--- src/rtl/isa_types.sv ---
// Shared ISA-level widths and the fetch-stage types used by instruction_fetch.
package isa_types;

   localparam int XLEN = 32;
   localparam int ILEN = 32;

   typedef enum logic {
      FETCH = 1'b0,
      DRAIN = 1'b1
   } fetch_state_t;

   typedef struct packed {
      logic [ILEN-1:0] bits;
      logic [XLEN-1:0] pc;
   } fetch_entry_t;

endpackage

--- src/rtl/instruction_fetch.sv ---
// Fetch stage: PC, in-order instruction memory requests, a small instruction
// buffer towards decode, and redirect handling with stale-response dropping.

// Instruction buffer: circular FIFO of {bits, pc} with flush, head shown combinationally.
module fetch_fifo
   import isa_types::*;
#(
   parameter int DEPTH = 2
) (
   input  logic                             clk,
   input  logic                             rst_n,
   input  logic                             flush_i,
   input  logic                             push_i,
   input  fetch_entry_t                     data_i,
   input  logic                             pop_i,
   output fetch_entry_t                     head_o,
   output logic                             full_o,
   output logic                             empty_o,
   output logic [$clog2(DEPTH + 1)-1:0]     count_o
);

   localparam int PW = (DEPTH > 1) ? $clog2(DEPTH) : 1;
   localparam int CW = $clog2(DEPTH + 1);

   fetch_entry_t  mem_q [DEPTH];
   logic [PW-1:0] rd_ptr_q, rd_ptr_d;
   logic [PW-1:0] wr_ptr_q, wr_ptr_d;
   logic [CW-1:0] count_q, count_d;

   function automatic logic [PW-1:0] ptr_inc(input logic [PW-1:0] p);
      return (p == PW'(DEPTH - 1)) ? '0 : p + PW'(1);
   endfunction

   assign head_o  = mem_q[rd_ptr_q];
   assign full_o  = (count_q == CW'(DEPTH));
   assign empty_o = (count_q == '0);
   assign count_o = count_q;

   // Pointer and occupancy update; flush returns the buffer to empty.
   always_comb begin
      rd_ptr_d = rd_ptr_q;
      wr_ptr_d = wr_ptr_q;
      count_d  = count_q;
      if (flush_i) begin
         rd_ptr_d = '0;
         wr_ptr_d = '0;
         count_d  = '0;
      end else begin
         if (push_i) wr_ptr_d = ptr_inc(wr_ptr_q);
         if (pop_i)  rd_ptr_d = ptr_inc(rd_ptr_q);
         if (push_i && !pop_i)      count_d = count_q + CW'(1);
         else if (pop_i && !push_i) count_d = count_q - CW'(1);
      end
   end

   // Control state register.
   always_ff @(posedge clk or negedge rst_n) begin
      if (!rst_n) begin
         rd_ptr_q <= '0;
         wr_ptr_q <= '0;
         count_q  <= '0;
      end else begin
         rd_ptr_q <= rd_ptr_d;
         wr_ptr_q <= wr_ptr_d;
         count_q  <= count_d;
      end
   end

   // Entry storage needs no reset: occupancy alone decides what is visible.
   always_ff @(posedge clk) begin
      if (push_i && !flush_i) mem_q[wr_ptr_q] <= data_i;
   end

   // Upstream credit accounting must never let a write land on a full buffer.
   always_ff @(posedge clk) begin
      if (rst_n && push_i && !flush_i) assert (!full_o || pop_i);
   end

endmodule

// Fetch stage top: PC, request credit, redirect and drain control.
module instruction_fetch
   import isa_types::*;
#(
   parameter logic [XLEN-1:0] RESET_PC   = 32'h0000_0000,
   parameter int              FIFO_DEPTH = 2
) (
   input  logic            clk,
   input  logic            rst_n,
   input  logic            redirect_valid,
   input  logic [XLEN-1:0] redirect_pc,
   output logic            imem_req_valid,
   input  logic            imem_req_ready,
   output logic [XLEN-1:0] imem_req_addr,
   input  logic            imem_resp_valid,
   input  logic [ILEN-1:0] imem_resp_data,
   output logic            instr_valid,
   input  logic            instr_ready,
   output logic [ILEN-1:0] instr_bits,
   output logic [XLEN-1:0] instr_pc
);

   localparam int          CW      = $clog2(FIFO_DEPTH + 1);
   localparam logic [CW:0] DEPTH_C = (CW + 1)'(FIFO_DEPTH);

   fetch_state_t    state_q, state_d;
   logic [XLEN-1:0] pc_q, pc_d;
   logic [CW-1:0]   outst_q, outst_d;
   logic [CW-1:0]   drop_q, drop_d;

   logic [CW-1:0]   fifo_count;
   logic            fifo_full, fifo_empty;
   logic            push, pop, req_fire;
   logic [CW:0]     credit_used;
   logic [XLEN-1:0] resp_pc;
   fetch_entry_t    head, push_entry;
   logic            unused_fifo_full;
   logic            unused_redirect_lsb;

   assign unused_fifo_full    = fifo_full;
   assign unused_redirect_lsb = ^redirect_pc[1:0];

   // An entry leaving the buffer this cycle frees its slot for a request this cycle.
   assign pop         = instr_valid && instr_ready;
   assign credit_used = {1'b0, outst_q} + {1'b0, fifo_count} - {{CW{1'b0}}, pop};

   assign imem_req_valid = rst_n && (state_q == FETCH) && !redirect_valid
                           && (credit_used < DEPTH_C);
   assign imem_req_addr  = pc_q;
   assign req_fire       = imem_req_valid && imem_req_ready;

   // Requests are sequential, so the oldest live request sits outst_q words behind pc_q.
   assign resp_pc    = pc_q - (XLEN'(outst_q) << 2);
   assign push       = imem_resp_valid && (drop_q == '0) && !redirect_valid;
   assign push_entry = '{bits: imem_resp_data, pc: resp_pc};

   assign instr_valid = !fifo_empty && !redirect_valid;
   assign instr_bits  = fifo_empty ? '0 : head.bits;
   assign instr_pc    = fifo_empty ? '0 : head.pc;

   fetch_fifo #(
      .DEPTH (FIFO_DEPTH)
   ) u_fifo (
      .clk     (clk),
      .rst_n   (rst_n),
      .flush_i (redirect_valid),
      .push_i  (push),
      .data_i  (push_entry),
      .pop_i   (pop),
      .head_o  (head),
      .full_o  (fifo_full),
      .empty_o (fifo_empty),
      .count_o (fifo_count)
   );

   // Next-state: redirect overrides issue; responses always retire one outstanding request.
   always_comb begin
      state_d = state_q;
      pc_d    = pc_q;
      outst_d = outst_q;
      drop_d  = drop_q;
      if (imem_resp_valid) outst_d = outst_q - CW'(1);
      if (redirect_valid) begin
         pc_d    = {redirect_pc[XLEN-1:2], 2'b00};
         drop_d  = outst_d;
         state_d = (outst_d != '0) ? DRAIN : FETCH;
      end else begin
         if (req_fire) begin
            pc_d    = pc_q + XLEN'(4);
            outst_d = outst_d + CW'(1);
         end
         if (imem_resp_valid && (drop_q != '0)) drop_d = drop_q - CW'(1);
         if ((state_q == DRAIN) && (drop_d == '0)) state_d = FETCH;
      end
   end

   // Control state register.
   always_ff @(posedge clk or negedge rst_n) begin
      if (!rst_n) begin
         state_q <= FETCH;
         pc_q    <= RESET_PC;
         outst_q <= '0;
         drop_q  <= '0;
      end else begin
         state_q <= state_d;
         pc_q    <= pc_d;
         outst_q <= outst_d;
         drop_q  <= drop_d;
      end
   end

endmodule

--- config.mk ---
export PLATFORM = sky130hd
export DESIGN_NAME = instruction_fetch
export DESIGN_NICKNAME = d
export VERILOG_FILES = /design/src/rtl/isa_types.sv /design/src/rtl/instruction_fetch.sv
export SDC_FILE = /design/constraint.sdc
export NUM_CORES = 1
export LEC_CHECK = 0
export ABC_AREA = 1
export CORE_AREA = 10 10 185 187
export CTS_CLUSTER_SIZE = 28
export DETAILED_ROUTE_END_ITERATION = 8
export DIE_AREA = 0 0 195 197
export GPL_ROUTABILITY_DRIVEN = 0
export SKIP_CTS_REPAIR_TIMING = 1
export SLEW_MARGIN = 20
export SYNTH_ARGS = -nofsm -noshare
export SYNTH_HDL_FRONTEND = slang
export SYNTH_HIERARCHICAL = 1
export SYNTH_SLANG_ARGS = --single-unit
--- constraint.sdc ---
create_clock -name clk -period 5.35 [get_ports clk]
set_input_delay 1.07 -clock clk [delete_from_list [all_inputs] [get_ports clk]]
set_output_delay 1.07 -clock clk [all_outputs]
set_load 0.05 [all_outputs]
==> results of run 1 <==
sequential cells by signal, indices dropped and copies added (netlist names):
| signal | count |
|---|---|
| u_fifo/mem_q | 128 |
| imem_req_addr | 30 |
| drop_q | 2 |
| outst_q | 2 |
| u_fifo/count_o | 2 |
| state_q | 1 |
| u_fifo/rd_ptr_q | 1 |
| u_fifo/wr_ptr_q | 1 |
stage by stage:
stage               total power [mW]  utilization (%)  area, um^2  worst slack (ns)  cells
floorplan                       2.87                -        9020             0.371    938
global placement                3.45             36.1       11000             0.792   1466
detailed placement              3.46             36.1       11000             0.814   1466
CTS                             4.68             38.1       11600             0.802   1498
global route                    4.87             38.1       11600             0.664   1498
finish                          4.61             38.1       11600             0.829   1498
where the power goes:
group          total [mW]  internal, mW  leakage, nW  switching [mW]
clock                1.20         0.625        0.285           0.573
combinational        1.75         0.583         2.74            1.17
sequential           1.66          1.52         1.63           0.144
metal layers:
metal / part of all wire [%] / track usage [%] / vias to the layer above
met5: 0 / 0 / -
met4: 1.6 / 3.87 / 0
met3: 6.4 / 3.24 / 18
met2: 45 / 18.5 / 212
met1: 47 / 16.0 / 3072
li1: - / - / 3299
critical path: stages:
cell and delay (ns):
clkdlybuf4s50_1 0.45, nor3b_1 0.40, ha_1 0.32, inv_1 0.05, nand2_1 0.05, fa_1 0.48
nand2_1 0.10, nor3_1 0.34, buf_12 0.19
final cells by class:
| class | instances | area [um^2] | share of cell area (%) |
|---|---|---|---|
| timing repair buffer | 171 | 1700 | 14.7 |
| inverter | 132 | 498 | 4.30 |
| tap | 396 | 495 | 4.28 |
| clock buffer | 17 | 425 | 3.67 |
| multi-input combinational | 600 | 3490 | 30.1 |
| clock inverter | 15 | 154 | 1.33 |
| sequential | 167 | 4820 | 41.7 |
worst max-delay path by stage:
stage / to / slack [ns] / depth (start not counted)
global route: imem_req_valid / 0.66 / 9
CTS: imem_req_valid / 0.80 / 9
floorplan: u_fifo/mem_q[0][0] / 0.37 / 5
detailed placement: imem_req_valid / 0.81 / 9
global placement: imem_req_valid / 0.79 / 9
finish: imem_req_valid / 0.83 / 9
==> results.md, run 1 <==
Global routing:
- In the global route stage, overall resource usage came out at 12.0%.
- Entering global routing, the biggest net connects 66 pins.
- For this run the aggregate overflow at the end of global routing stands at 0.
- The initial antenna violation count is 0.
- The via count of the first global-routing pass came to 6549.
- The first-pass GRT wire length is 36.8 mm.

Timing:
- The final count of pins violating max slew came to 0.
- The worst slack on hold paths is 0.587 ns.
- The top achievable clock speed is 0.221 GHz.
- The maximum clock skew at final layout is 0.0177 ns.
- The minimum clock period is 4.52 ns.
- Setup repair after global routing left no endpoint under its margin.
- The total negative setup slack is 0 ns.
- For the pin with the worst max-slew slack, the measured transition is 0.894 ns.
- After layout, the worst path uses 84.5% of the clock period.
- Setup violations remaining at the end of the flow were counted as 0.
- The count of final hold-check violations came to 0.
- The worst pin sits at a relative slew slack of 40.4%.

Clocking:
- The clock passes through at most 2 buffers.
- The cell chosen for the clock root is clkbuf_16.
- The CTS H-tree depth is 4.
- Clock-pin slew was measured on the worst setup and hold paths at 0.07 ns.
- Clock tree synthesis inserted a total of 17 buffers.
- The total clock sinks is 167.
- Clock latency on the worst-skew pair, taken at its later pin, is 0.43 ns.
- The TritonCTS clock tree is done.

Worst setup path:
- Data on the critical path is required at its endpoint by 4.28 ns.
- The worst flop-to-flop path endpoint is imem_req_addr[21].
- The startpoint-to-endpoint class of the critical path is primary input to output port.
- The critical path starts at instr_ready.
- The arrival time at the worst endpoint is 3.45 ns.
- The top fanout value on the critical path is 4.
- The worst register-to-register path begins at u_fifo/count_o[0].
- The setup check on the worst reg-to-reg path leaves a slack of 2.16 ns.
- The critical path startpoint category is a primary input.
- The type of element capturing the critical path is an output port.
- The depth of the most critical reg-to-reg path is 14.

Die:
- The die covers 0.0384 mm^2.
- The area of the core region is 0.0304 mm^2.
- The floorplan die width is 195 um.
- In this run the core area contains 64 standard-cell rows.
- The number of ports placed on the die boundary is 168.
- The starting density of the core is 29.6%.
- From bottom edge to top edge, the die measures 197 um.

Min path:
- The cell depth of the worst hold path is 2.
- The path with the worst hold slack has its endpoint at drop_q[1].
- The worst min-delay path class is flop to flop.
- The startpoint identified for the worst hold timing path is drop_q[1].

Placed design:
- The count of input and output buffers is 163.
- The half-perimeter wire length of the detailed placement result is 17.3 mm.

Routing:
- The detailed router placed 6601 vias in this run.
- The number of detailed-routing iterations run before antenna repair is 5.
- The detailed-route vias per instance is 4.41.
- The DRC violation total after the first TritonRoute iteration is 348.
- For this run, design rule violations remaining after detail routing come to 0.
- Wires add up to 23.2 mm.
- Once detail routing completed, the nets flagged for antenna violations numbered 0.
- The routed wirelength normalized by instance count is 15.5 um.

Pwr:
- The worst-case IR drop observed on VDD is 0.232 mV.
- The total leakage power is 4.66 nW.
- The power per cell area is 398 mW/mm^2.

Cells and area:
- Leaving out fill and tap cells, the most frequent cell in the layout is nand2_1.
- The relative area change from synthesis to final layout is 28.6%.
- The count of fill cells added during filler insertion is 3050.
- Of the cells placed in the final design, the portion with a size suffix greater than 1 is 13.6%.
- The repair_antennas step left the layout with diodes totalling 0.
- The post-layout net count is 1169.
- Leaving out fill and tap cells, the most frequent cells in the layout are nand2_1, clkdlybuf4s50_1, nor2_1.

Synth:
- A synthesized cell averages 9.65 um^2.
- The post-synthesis instance area is 0.00900 mm^2.
- The number of warnings printed during yosys synthesis is 6.
- The cell count after synthesis is 933.

Job:
- Across the run, the number of max-cap violations was 0.

Status:
- The flow ran to the end, and the final reports show no timing, DRC or antenna violations.
(Power assumes the default switching activity.)
==> inputs of run 2 (changes only) <==
Clock period 5.35 ns to 4.6 ns, I/O delays scaled along.
==> run 2 against run 1 <==
Net effect:
- cell count unchanged
- die area unchanged
- clock skew about the same
- flip-flop and latch count unchanged
- register-to-register slack worse by 0.68 ns
- utilization up 0.095 points
- worst hold slack better by 0.0030 ns
- largest power group unchanged
- clock power up 18%
- critical path depth unchanged
- via count down 0.68%
- setup slack worse by 0.35 ns
- non-clock buffer count unchanged
==> results.md, run 2 (same netlist as run 1, synthesis figures left out) <==
Status:
- The run finished with clean final reports.

Timing:
- The final worst slack is 0.477 ns.
- The count of final hold-check violations was 0.
- After layout, the worst path uses 89.6% of the clock period.
- Setup violations remaining at the end of the flow were counted as 0.
- The normalized max-slew margin is 53.2%.
- The top achievable clock speed is 0.243 GHz.
- The minimum clock period is 4.12 ns.
- The final count of pins violating max slew is 0.
- The total negative setup slack is 0 ns.
- At the pin with the least slew margin, the transition time is 0.702 ns.
- The worst slack on hold paths is 0.589 ns.
- Setup repair after global routing left no endpoint under its margin.
- The maximum clock skew at final layout is 0.0175 ns.

Worst setup path:
- The slack of the worst reg-to-reg path is 1.48 ns.
- STA puts the critical path data required time at 3.68 ns.
- The arrival time at the worst endpoint is 3.20 ns.
- The depth of the most critical reg-to-reg path is 14.
- The startpoint-to-endpoint class of the critical path is primary input to output port.
- The number of buffer and inverter instances along the worst setup path is 3.
- The cell that appears most often on the critical path is nand2_1.
- The worst setup path is launched from a primary input.
- The worst stage delay on the critical path is 0.48 ns.
- The type of element capturing the critical path is an output port.
- On the critical path, the stage with the largest delay is an instance of fa_1.
- The worst register-to-register path begins at u_fifo/count_o[0].
- Along the worst path, the maximum fanout reaches 4.
- On the critical path the largest part of the delay comes from simple AND/OR/NAND/NOR gates.
- The critical path goes through clkdlybuf4s50_1 -> nor3b_2 -> ha_1 -> inv_1 -> nand2_1 -> fa_1 -> nand2_1 -> nor3_1 -> buf_12.
- In this run the critical register-to-register path is captured at imem_req_addr[21].

Global routing:
- met2 is the most crowded layer.
- The global routing met2 resource utilization is 19.1%.
- Entering global routing, the biggest net connects 66 pins.
- The via count of the first global-routing pass is 6688.
- The global routing met3 resource utilization is 2.85%.
- Global routing consumed, on the met1 layer, 16.5% of the routing resources.
- The initial antenna violation count is 0.
- The first global-routing pass estimated 37.5 mm of wire.
- The global-route usage over all layers is 12.2%.
- The total overflow left after global routing is 0.

Cells and area:
- The top cell types in the final layout, fill and taps aside, are nand2_1, clkdlybuf4s50_1, nor2_1.
- The repair_antennas step left the layout with diodes totalling 0.
- The post-layout net count is 1169.
- The relative area change from synthesis to final layout is 28.9%.
- The register with the most flip-flops in the final layout is u_fifo/mem_q.
- The multi-input gate area in the final layout is 0.00349 mm^2.
- Across the whole layout, storage elements account for 0.00482 mm^2.
- The commonest non-fill, non-tap cell in the layout is nand2_1.
- Cells with a size suffix above 1 make up 13.7% of the layout.
- The count of fill cells added during filler insertion is 3071.
- The flip-flop count of the largest register, all copies and words added is 128.

Routing:
- Summed over all layers, the routed wires come to 23.7 mm.
- The remaining number of nets flagged by the antenna check after routing is 0.
- The detailed router finished its first iteration with 353 violations.
- The detailed-route vias per instance is 4.38.
- The post-route DRC violation count is 0.
- The first detailed-routing pass ran for 5 iterations.
- The total number of vias is 6556.
- Dividing the detail-routed wire length by the instance count gives 15.8 um.

Die:
- The number of placement rows is 64.
- The die is 197 um tall.
- The number of ports placed on the die boundary is 168.
- The starting density of the core is 29.6%.
- The die is 195 um wide.
- The area of the core region is 0.0304 mm^2.
- The die covers 0.0384 mm^2.

Min path:
- The start point of the worst hold path is drop_q[1].
- In this run the worst hold path is classified as flop to flop.
- The end point of the most critical hold path is state_q.
- The cell depth of the worst hold path is 2.

Clocking:
- In this run the deepest clock path goes through 2 buffers.
- The TritonCTS clock tree is done.
- The clock latency on the worst-skew pair is 0.43 ns.
- After clock tree synthesis, the clock-pin slew on the worst setup and hold paths is 0.07 ns.
- The cell chosen for the clock root is clkbuf_16.
- The total clock sinks is 167.
- Counting the buffers created by CTS gives 17.
- CTS built an H-tree with a depth of 4.

Placed design:
- The pre-CTS setup slack is 0.232 ns.
- During placement, the flow inserted port buffers numbering 163.
- The half-perimeter wire length of the detailed placement result is 17.6 mm.

Pwr:
- Power spread over the standard cell area amounts to 464 mW/mm^2.
- The total leakage power is 4.67 nW.
- The maximum vdd drop is 0.269 mV.

Job:
- Max-cap violations in this run came to 0.
[run 2: changes by cell type in the layout (fill, tap and decap cells not counted), sizes merged]
cell and change:
clkinvlp +1, inv +1, clkinv -2
[run 2: area by class of cell]
| type | count | area share, % |
|---|---|---|
| Clock buffer | 17 | 3.66 |
| Clock inverter | 15 | 1.32 |
| Inverter | 132 | 4.29 |
| Multi-Input combinational cell | 600 | 30.1 |
| Sequential cell | 167 | 41.6 |
| Tap cell | 396 | 4.27 |
| Timing Repair Buffer | 171 | 14.8 |
[run 2: worst max-delay path by stage]
stage                         from                  to  slack, ns  cells after the start
global placement       instr_ready      imem_req_valid       0.27                      9
CTS                    instr_ready      imem_req_valid       0.22                      9
global route        redirect_valid      imem_req_valid       0.25                      9
detailed placement     instr_ready      imem_req_valid       0.23                      9
floorplan           redirect_valid  u_fifo/mem_q[0][0]      -0.23                      5
finish                 instr_ready      imem_req_valid       0.48                      9
[run 2: where the power goes]
group	internal, mW	total, mW	switching [mW]
clock	0.728	1.41	0.677
combinational	0.683	2.05	1.37
sequential	1.77	1.93	0.162
total	3.18	5.39	2.21
[run 2: tightest hold or removal path, delay by kind of cell (launching register included)]
| kind | cells | cell delay (ns) |
|---|---|---|
| AOI/OAI and AO/OA | 2 | 0.20 |
| DFF | 1 | 0.34 |
[run 2: stage by stage]
stage	total power, mW	cells	util (%)	cell area [um^2]
after global routing	5.68	1498	38.1	11600
final	5.39	1498	38.1	11600
after CTS	5.47	1498	38.1	11600
after floorplan	3.33	938	-	9020
after detailed placement	4.04	1466	36.2	11000
after global placement	4.01	1466	36.2	11000
[run 2: per-layer routing]
metal	vias to the layer above	share of wire, %	wire, um
met5	-	0	0
met1	3068	48	11400
met2	174	45	10800
met3	13	5.2	1240
li1	3301	-	-
met4	0	1.1	267
==> inputs of run 3 (changes only) <==
Settings changed: CTS_CLUSTER_DIAMETER from default to 30, RECOVER_POWER from default to 25.
==> run 3 against run 2 <==
Net effect:
- the run now ends with capacitance limit, slew limit left
- sequential share of layout area is essentially flat
- via count is essentially flat
- cell count is essentially flat
- register-to-register slack is essentially flat
- fmax shrank 0.27%
- utilization is essentially flat
- non-clock buffer count is the same
- clock skew is essentially flat
- combinational power is essentially flat
- total power shrank 0.11%
- flip-flop and latch count is the same
- clock power is essentially flat
- largest power group unchanged
==> results.md, run 3 (same netlist as run 1, synthesis figures left out) <==
Timing:
- In this run the tightest slew margin relative to its limit is -50.6%.
- The final worst slack is 0.466 ns.
- The final count of pins violating max slew came to 40.
- Setup violations remaining at the end of the flow were counted as 0.
- The transition time at the pin with the least slew margin is 2.26 ns.
- The worst slack on hold paths is 0.589 ns.
- Timing would allow up to 0.242 GHz.
- Setup repair after global routing left no endpoint under its margin.
- Adding up every negative setup slack in the final design gives 0 ns.
- Across the routed clock network, the largest skew measured is 0.0171 ns.
- In the finished design, the share of the clock period the worst path needs comes to 89.9%.
- The count of final hold-check violations came to 0.
- The minimum clock period is 4.13 ns.

Die:
- The number of ports placed on the die boundary is 168.
- The number of placement rows is 64.
- The floorplan step defined a die boundary enclosing 0.0384 mm^2.
- Once the floorplan was initialized, standard cells occupied 29.6% of the core.
- The floorplan step defined a core boundary enclosing 0.0304 mm^2.
- In this run the horizontal extent of the chip is 195 um.
- The die is 197 um tall.

Cells and area:
- The sequential cells in the finished layout cover a total of 0.00482 mm^2.
- The register with the most flip-flops in the layout has 128 of them.
- The count of non-filler cells in the finished layout is 1499.
- The post-route standard cell area excluding fillers is 0.0116 mm^2.
- Compared with the post-synthesis result, the final layout area differs by 28.9%.
- The post-layout net count is 1169.
- The library cells used most frequently in the layout, excluding fill and tap cells, are nand2_1, nor2_1, clkdlybuf4s50_1.
- The multi-input combinational cells in the finished layout cover a total of 0.00349 mm^2.
- In the final layout, the share of cells above drive strength 1 is 13.5%.
- The top register by number of flip-flops is u_fifo/mem_q.
- The layout has 3073 filler cells.
- Once layout is complete, the utilization of the core stands at 38.1%.
- The library cell used most frequently in the layout, excluding fill and tap cells, is nand2_1.

Pwr:
- The analysis attributes to net switching a power of 2.21 mW.
- Combinational logic burns 38.0% of the power.
- The total leakage power is 4.67 nW.
- The internal power of the cells totals 3.17 mW.
- In this run switching power makes up 41.0% of total power.
- The total power after layout is 5.38 mW.
- Per report_power, the clock group accounts for 26.1% of the total.
- The maximum vdd drop is 0.269 mV.
- The power per cell area is 464 mW/mm^2.
- In this run, flip-flops and latches consume 35.9% of the power.

Worst setup path:
- The slack of the worst reg-to-reg path is 1.47 ns.
- The startpoint-to-endpoint class of the critical path is primary input to output port.
- The worst register-to-register path begins at u_fifo/count_o[0].
- Along the worst path, the maximum fanout reaches 4.
- The worst setup path is captured at an output port.
- The worst flop-to-flop path endpoint is imem_req_addr[21].
- The arrival time at the worst endpoint is 3.21 ns.
- The cell repeated most along the worst path is nand2_1.
- The largest individual stage delay along the critical path comes from the cell fa_1.
- The worst setup path is launched from a primary input.
- The worst stage delay on the critical path is 0.48 ns.
- The depth of the most critical reg-to-reg path is 14.
- Data on the critical path is required at its endpoint by 3.68 ns.
- Walking the worst path, the cells encountered are clkdlybuf4s50_1 -> nor3b_2 -> ha_1 -> inv_1 -> nand2_1 -> fa_1 -> nand2_1 -> nor3_1 -> buf_12.

Min path:
- The cell depth of the worst hold path is 2.
- The worst hold path terminates at state_q.
- The start point of the worst hold path is drop_q[1].
- The tightest min-delay check is of the flop to flop type.

Global routing:
- The first-pass GRT wire length is 37.5 mm.
- The global-route usage over all layers is 12.2%.
- The initial antenna violation count was 0.
- The via count of the first global-routing pass is 6688.
- Entering global routing, the biggest net connects 66 pins.
- The total overflow left after global routing is 0.

Placed design:
- Timing analysis after detailed placement gives a worst setup slack of 0.232 ns.
- The area after detailed placement is 0.0110 mm^2.
- Summed over all nets, the half-perimeter wirelength after detailed placement is 17.6 mm.
- The number of placed cells counting well taps is 1466.
- Input and output buffers added on the ports amount to 163.

Routing:
- In the routed design, unresolved DRC markers number 0.
- The routed wirelength normalized by instance count is 15.8 um.
- The detailed router placed 6561 vias in this run.
- After the first detailed-routing iteration, the DRC count stood at 356.
- The detailed-route vias per instance is 4.38.
- The first TritonRoute pass finished after 5 iterations.
- The final wirelength is 23.7 mm.
- The remaining number of nets flagged by the antenna check after routing is 0.

Clocking:
- The cell chosen for the clock root is clkbuf_16.
- The maximum buffer depth of the clock tree is 2.
- The clock latency on the worst-skew pair is 0.43 ns.
- The total clock sinks is 167.
- Clock-pin slew was measured on the worst setup and hold paths at 0.07 ns.
- TritonCTS built the clock tree.
- The number of buffers created by CTS is 17.
- CTS built an H-tree with a depth of 4.

Status:
- The checks that failed: capacitance limit, slew limit.
- The flow ran to the end, but the final reports show violations.

Job:
- The max-capacitance violation count is 1.
## run 3: cell count changes in the layout (fill, tap and decap cells not counted)
cell | before | now
clkbuf_1 | 0 | 2
buf_4 | 6 | 5
diode_2 | 0 | 1
buf_2 | 1 | 0
dlygate4sd3_1 | 0 | 32
clkdlybuf4s50_1 | 161 | 129
## run 3: worst max-delay path by stage
| stage | startpoint | endpoint | slack (ns) | cells after the start |
|---|---|---|---|---|
| finish | instr_ready | imem_req_valid | 0.47 | 9 |
| global route | redirect_valid | imem_req_valid | 0.24 | 9 |
| CTS | instr_ready | imem_req_valid | 0.22 | 9 |
| detailed placement | instr_ready | imem_req_valid | 0.23 | 9 |
| global placement | instr_ready | imem_req_valid | 0.27 | 9 |
| floorplan | redirect_valid | u_fifo/mem_q[0][0] | -0.23 | 5 |
## run 3: worst max-delay path, delay by kind of cell
kind,cells,cell delay (ns)
AND/OR/NAND/NOR,4,0.82
buffers and inverters,3,0.70
adder cells (fa/ha/maj),2,0.77
## run 3: area by class of cell
type / count / area share, %
Antenna cell: 1 / 0.0216
Clock buffer: 17 / 3.67
Clock inverter: 15 / 1.32
Inverter: 132 / 4.29
Multi-Input combinational cell: 600 / 30.1
Sequential cell: 167 / 41.6
Tap cell: 396 / 4.27
Timing Repair Buffer: 171 / 14.8
## run 3: per-layer routing
metal / track usage (%) / share of wire, %
met1: 16.5 / 48
met2: 19.1 / 46
met3: 2.85 / 5.1
met4: 3.65 / 1.1
met5: 0 / 0
## run 3: power by group through the flow
stage | logic [mW] | clock network [mW] | registers [mW]
2_1_floorplan | 1.32 | 0 | 2.01
3_3_place_gp | 2.06 | 0 | 1.96
3_5_place_dp | 2.08 | 0 | 1.96
4_1_cts | 2.09 | 1.45 | 1.93
5_1_grt | 2.22 | 1.51 | 1.95
6_report | 2.04 | 1.41 | 1.93
